==> config.mk <==
export PLATFORM = sky130hd
export DESIGN_NAME = a_and_b_exp_pipe
export DESIGN_NICKNAME = d
export VERILOG_FILES = /design/src/rtl/a_and_b_exp_pipe.sv
export SDC_FILE = /design/constraint.sdc
export NUM_CORES = 1
export LEC_CHECK = 0
export BUFFER_PORTS_ARGS = -buffer_cell sky130_fd_sc_hd__buf_2
export CAP_MARGIN = 20
export CELL_PAD_IN_SITES_DETAIL_PLACEMENT = 0
export CELL_PAD_IN_SITES_GLOBAL_PLACEMENT = 1
export CORE_AREA = 5 5 42 44
export CTS_CLUSTER_SIZE = 8
export DETAILED_ROUTE_END_ITERATION = 7
export DIE_AREA = 0 0 47 49
export GPL_TIMING_DRIVEN = 0
export PLACE_DENSITY = 0.73
export SYNTH_ARGS = -nofsm -noshare
export SYNTH_HDL_FRONTEND = slang
export SYNTH_SLANG_ARGS = --single-unit
==> constraint.sdc <==
create_clock -name clk -period 0.8 [get_ports clk]
set_input_delay 0.04 -clock clk [delete_from_list [all_inputs] [get_ports clk]]
set_output_delay 0.04 -clock clk [all_outputs]
set_load 0.005 [all_outputs]
==> src/rtl/a_and_b_exp_pipe.sv <==
// a_and_b_exp_pipe: LATENCY-deep shift register of {valid, expected} entries with synchronous flush.
module a_and_b_exp_pipe #(
    parameter int DATA_W  = 8,
    parameter int LATENCY = 1
) (
    input  logic              clk,
    input  logic              rst_n,
    input  logic              flush,
    input  logic              push_vld,
    input  logic [DATA_W-1:0] push_exp,
    output logic              tail_vld,
    output logic [DATA_W-1:0] tail_exp,
    output logic              pend
);
    logic [LATENCY-1:0]             vld_q, vld_d;
    logic [LATENCY-1:0][DATA_W-1:0] exp_q, exp_d;

    always_comb begin
        vld_d = flush ? '0 : (vld_q << 1) | LATENCY'(push_vld);
        exp_d = flush ? '0 : (exp_q << DATA_W) | (LATENCY*DATA_W)'(push_exp);
    end

    always_ff @(posedge clk or negedge rst_n) begin
        if (!rst_n) begin
            vld_q <= '0;
            exp_q <= '0;
        end else begin
            vld_q <= vld_d;
            exp_q <= exp_d;
        end
    end

    assign tail_vld = vld_q[LATENCY-1];
    assign tail_exp = exp_q[LATENCY-1];
    // still-valid entries after this edge; the top leaves DRAIN when this drops
    assign pend     = |vld_d;
endmodule

==> results.yml, run 1 <==
timing:
  min_period_ns: 0.773
  fmax_mhz: 1290
  setup_viol: 0
  hold_viol: 0
  tightest_slew_ns: 0.184
  setup_tns_ns: 0
  timing.slew.headroom: 0.877
  rsz0062_at_grt: "yes"
  drv_slew: 0
  period_share: 0.967
route:
  vias: 217
  drc: 0
  vias_per_cell: 3.62
  drt_first_pass_iters: 1
  postRouteWirelength_um: 635
  drtIter0Drc: 0
  wl_per_cell_um: 10.6
  ant_nets: 0
setup_path:
  path_buf_inv: 1
  slowest_delay_ns: 0.36
  path_delay_family: "flip-flops"
  worstPathRequired_ns: 0.76
  cp_slowest_cell: "dfrtp_1"
  crit_chain: "buf_2"
  worstSetupStartpointType: "flip-flop"
  crit_type: "flip-flop to primary output"
  arrival_ns: 0.73
  crit_path_end_kind: "primary output"
  crit_fanout: 1
synth:
  synth_cell_types: 2
  yosysWarnings: 0
  synth_cells: 18
  synthArstFlopShare: 1.00
  syn_area_um2: 282
  ys.flop_type: "dfrtp_1"
  ys_ff_latch: 9
  postSynthAreaPerCell_um2: 15.6
  yosysSeqAreaShare: 0.800
  syn-num-nets: 30
  synth.area.top_cells: "dfrtp_1, nor2b_1"
  synth_edf_count: 0
  ys_top_cells_by_count: "dfrtp_1, nor2b_1"
  synth_top_cell_area_share: 0.800
  synth.largest_area_cell: "dfrtp_1"
power_and_ir_drop:
  powerDensity_nw_per_um2: 2030
  power.total_uw: 901
  ir_worst_vdd_mv: 0.478
  leakage_uw: 0.000246
placed_design:
  place_inst: 55
  dpl_cell_area_um2: 407
  portBuffers: 21
  place_congestion: 0.598
outcome:
  status: "finished, final reports clean"
layout:
  drive_above_1_share: 0.545
  multiInputGateArea_um2: 56.3
  fin_cells: 60
  area.sequential_um2: 225
  n_antenna_cell: 0
  fillCellCount: 155
  utilization: 0.316
  area_growth_pct: 57.3
  nets: 57
  fin_area_um2: 443
cts:
  path_clk_slew_ns: 0.05
  cts_made_buffers: 3
  cts_tree: "built"
  cts.sinks: 9
  clk_path_buf_depth: 2
  ctsHtreeMaxLevel: 1
  root_buffer: "clkbuf_4"
floorplanning:
  die_w_um: 47
  coreArea_um2: 1400
  start_util: 0.201
  dieArea_um2: 2300
  num_rows: 14
  chipHeight_um: 49
  io_pins: 22
flow_run:
  max_cap_viol_count: 0
grt:
  grt_usage: 0.0670
  grt_first_pass_wirelength_um: 931
  antenna_found_initial: 0
  grt_pass1_vias: 222
  gr-total-overflow: 0
  grt_max_degree: 10
hold_path:
  hp-class: "input pin to flip-flop"
[power breakdown]
group          leakage, µW  switching, µW  total, µW  internal (µW)
logic             0.000115           38.2       88.0           49.9
clock network    0.0000150            139        329            191
registers         0.000116           5.06        483            478
total             0.000246            182        901            719
[final cells by class]
type,count,area share
tap,16,0.0452
clock buffer,4,0.0593
sequential,9,0.508
multi-input combinational,9,0.127
timing repair buffer,22,0.260
[flip-flops by register name, summed over array words and instances (netlist names)]
| register | flops |
|---|---|
| tail_exp | 8 |
| tail_vld | 1 |
[metal layers]
| layer | routed length, µm | GRT usage | vias up | share of wire |
|---|---|---|---|---|
| met4 | 39 | 0.0968 | 0 | 0.061 |
| met3 | 151 | 0.0406 | 5 | 0.24 |
| met2 | 162 | 0.0543 | 25 | 0.26 |
| li1 | - | - | 105 | - |
| met5 | 0 | 0 | - | 0 |
| met1 | 282 | 0.0868 | 82 | 0.44 |
[what timing repair did]
action,CTS,global route
hold buffers,1,0
setup endpoints to repair,0,4
gates resized for setup,0,0
setup buffers,0,0
hold endpoints to repair,9,0
[layout by cell type (no fill, tap or decap)]
master / netlist / final
buf_2: 0 / 21
dfrtp_1: 9 / 9
dlygate4sd3_1: 0 / 1
clkbuf_4: 0 / 3
clkbuf_1: 0 / 1
nor2b_1: 9 / 9
[final timing paths]
kind                                  startpoint                     to  slack, ns  cells past startpoint
hold / removal                       push_exp[7]  tail_exp[7]$_DFF_PN0_      0.008                      2
max in group asynchronous                  rst_n  tail_exp[1]$_DFF_PN0_       0.47                      2
setup / recovery           tail_exp[1]$_DFF_PN0_            tail_exp[1]       0.03                      1
min in group asynchronous                  rst_n  tail_exp[7]$_DFF_PN0_       0.17                      2
[kinds of logic (layout without fill, tap and decap cells)]
| family | count (synthesis) | after routing | share of synthesized area |
|---|---|---|---|
| buffers and inverters | 0 | 26 | 0 |
| DFF | 9 | 9 | 0.800 |
| and+or+nand+nor | 9 | 9 | 0.200 |
[through the flow]
stage	worst slack (ns)	hold slack, ns
final	0.0266	0.00823
after floorplan	0.411	-0.256
after global routing	-0.00972	0.0196
after global placement	0.254	-0.112
after detailed placement	0.251	-0.108
after CTS	0.00698	0.00665
Note: power is estimated with default switching activity, not from simulation.
==> inputs of run 2 (changes only) <==
GPL_TIMING_DRIVEN = 1   (was 0)
==> run 2 against run 1 <==
Compared with the run above: final cell count increased by 1.7%; first-iteration DRC count unchanged; flip-flop and latch count unchanged; combinational power increased by 4.3%; core utilization increased by 0.71 points; via count decreased by 2.8%; worst setup slack got worse by 0.0078 ns; clock power increased by 4%; sequential power about the same; largest cell class unchanged; cell area increased by 2.3%.
==> results.yml, run 2 (synthesized netlist as in run 1, its figures left out) <==
outcome:
  status: "finished, final reports clean"
power_and_ir_drop:
  ir_worst_vdd_mv: 0.531
  leakage_uw: 0.000250
  power.total_uw: 916
  powerDensity_nw_per_um2: 2020
floorplanning:
  coreArea_um2: 1400
  die_w_um: 47
  chipHeight_um: 49
  dieArea_um2: 2300
  num_rows: 14
  start_util: 0.201
  io_pins: 22
placed_design:
  place_congestion: 0.573
  place_inst: 55
  dpl_cell_area_um2: 407
  portBuffers: 21
  place_ws_ns: 0.284
layout:
  fin_area_um2: 453
  fillCellCount: 157
  nets: 58
  largest_register_ffs: 8
  area_growth_pct: 60.9
  mostFrequentLayoutCells: "buf_2, nor2b_1, dfrtp_1"
  drive_above_1_share: 0.533
  n_antenna_cell: 0
  final_common_cell: "buf_2"
  fin_cells: 61
timing:
  drv_slew: 0
  tightest_slew_ns: 0.185
  min_period_ns: 0.781
  hold_slack_ns: 0.00953
  hold_viol: 0
  fmax_mhz: 1280
  setup_viol: 0
  period_share: 0.977
  rsz0062_at_grt: "yes"
  fin_ws_ns: 0.0187
  timing.slew.headroom: 0.876
hold_path:
  min_delay_worst_endpoint: "tail_exp[3]$_DFF_PN0_"
  hp-class: "input pin to flip-flop"
  hold_start: "push_exp[3]"
  whs_path_depth: 2
setup_path:
  crit_chain: "buf_2"
  path_buf_inv: 1
  crit_type: "flip-flop to primary output"
  arrival_ns: 0.74
  path_delay_family: "flip-flops"
  cp_slowest_cell: "dfrtp_1"
  slowest_delay_ns: 0.36
  worstPathRequired_ns: 0.76
  crit_fanout: 1
  worstSetupStartpointType: "flip-flop"
  crit_path_end_kind: "primary output"
cts:
  cts_resized: 0
  cts_made_buffers: 3
  path_clk_slew_ns: 0.06
  clk_path_buf_depth: 2
  root_buffer: "clkbuf_4"
  cts_tree: "built"
  ctsHtreeMaxLevel: 1
  post_cts_buffers: 0
  cts.sinks: 9
grt:
  grt_max_degree: 10
  gr-total-overflow: 0
  antenna_found_initial: 0
  grt_usage: 0.0614
  grt_first_pass_wirelength_um: 931
  grt_pass1_vias: 219
route:
  wl_per_cell_um: 10.8
  vias_per_cell: 3.46
  drc: 0
  drtIter0Drc: 0
  drt_first_pass_iters: 1
  vias: 211
  ant_nets: 0
  postRouteWirelength_um: 656
flow_run:
  max_cap_viol_count: 0
[run 2: changes by cell type in the layout (fill, tap and decap cells not counted), sizes merged]
cell / before / now
dlygate4sd3: 1 / 2
[run 2: power by group]
part | switching, µW | internal [µW] | leakage [µW]
clock | 149 | 192 | 0.0000150
sequential | 5.15 | 478 | 0.000116
combinational | 38.7 | 53.0 | 0.000119
[run 2: how the worst max path moves through the flow]
stage                                startpoint          end  slack (ns)  cells past startpoint
after floorplan           tail_exp[0]$_DFF_PN0_  tail_exp[0]        0.41                      0
after global placement       tail_vld$_DFF_PN0_     tail_vld        0.28                      1
after detailed placement                  flush         pend        0.28                      3
after CTS                 tail_exp[2]$_DFF_PN0_  tail_exp[2]      0.0006                      1
after global routing      tail_exp[0]$_DFF_PN0_  tail_exp[0]       -0.02                      1
final                     tail_exp[2]$_DFF_PN0_  tail_exp[2]        0.02                      1
[run 2: what timing repair did]
item	4_1_cts	5_1_grt
hold endpoints to repair	10	0
setup endpoints to repair	0	6
hold buffers	2	0
[run 2: final cells by class]
| class | instances | area, µm² | share of cell area |
|---|---|---|---|
| Sequential cell | 9 | 225 | 0.497 |
| Timing Repair Buffer | 23 | 125 | 0.276 |
| Multi-Input combinational cell | 9 | 56.3 | 0.124 |
| Clock buffer | 4 | 26.3 | 0.0580 |
| Tap cell | 16 | 20.0 | 0.0442 |
[run 2: per-layer routing]
metal | track usage | vias to the layer above | part of all wire
met4 | 0.0691 | 0 | 0.0091
li1 | - | 107 | -
met5 | 0 | - | 0
met1 | 0.0894 | 80 | 0.50
met3 | 0.0369 | 2 | 0.21
met2 | 0.0498 | 22 | 0.27
[run 2: per-stage QoR]
step           TNS [ns]  utilization
2_1_floorplan         0            -
3_5_place_dp          0        0.290
6_report              0        0.323
4_1_cts               0        0.323
5_1_grt         -0.0540        0.323
3_3_place_gp          0        0.290
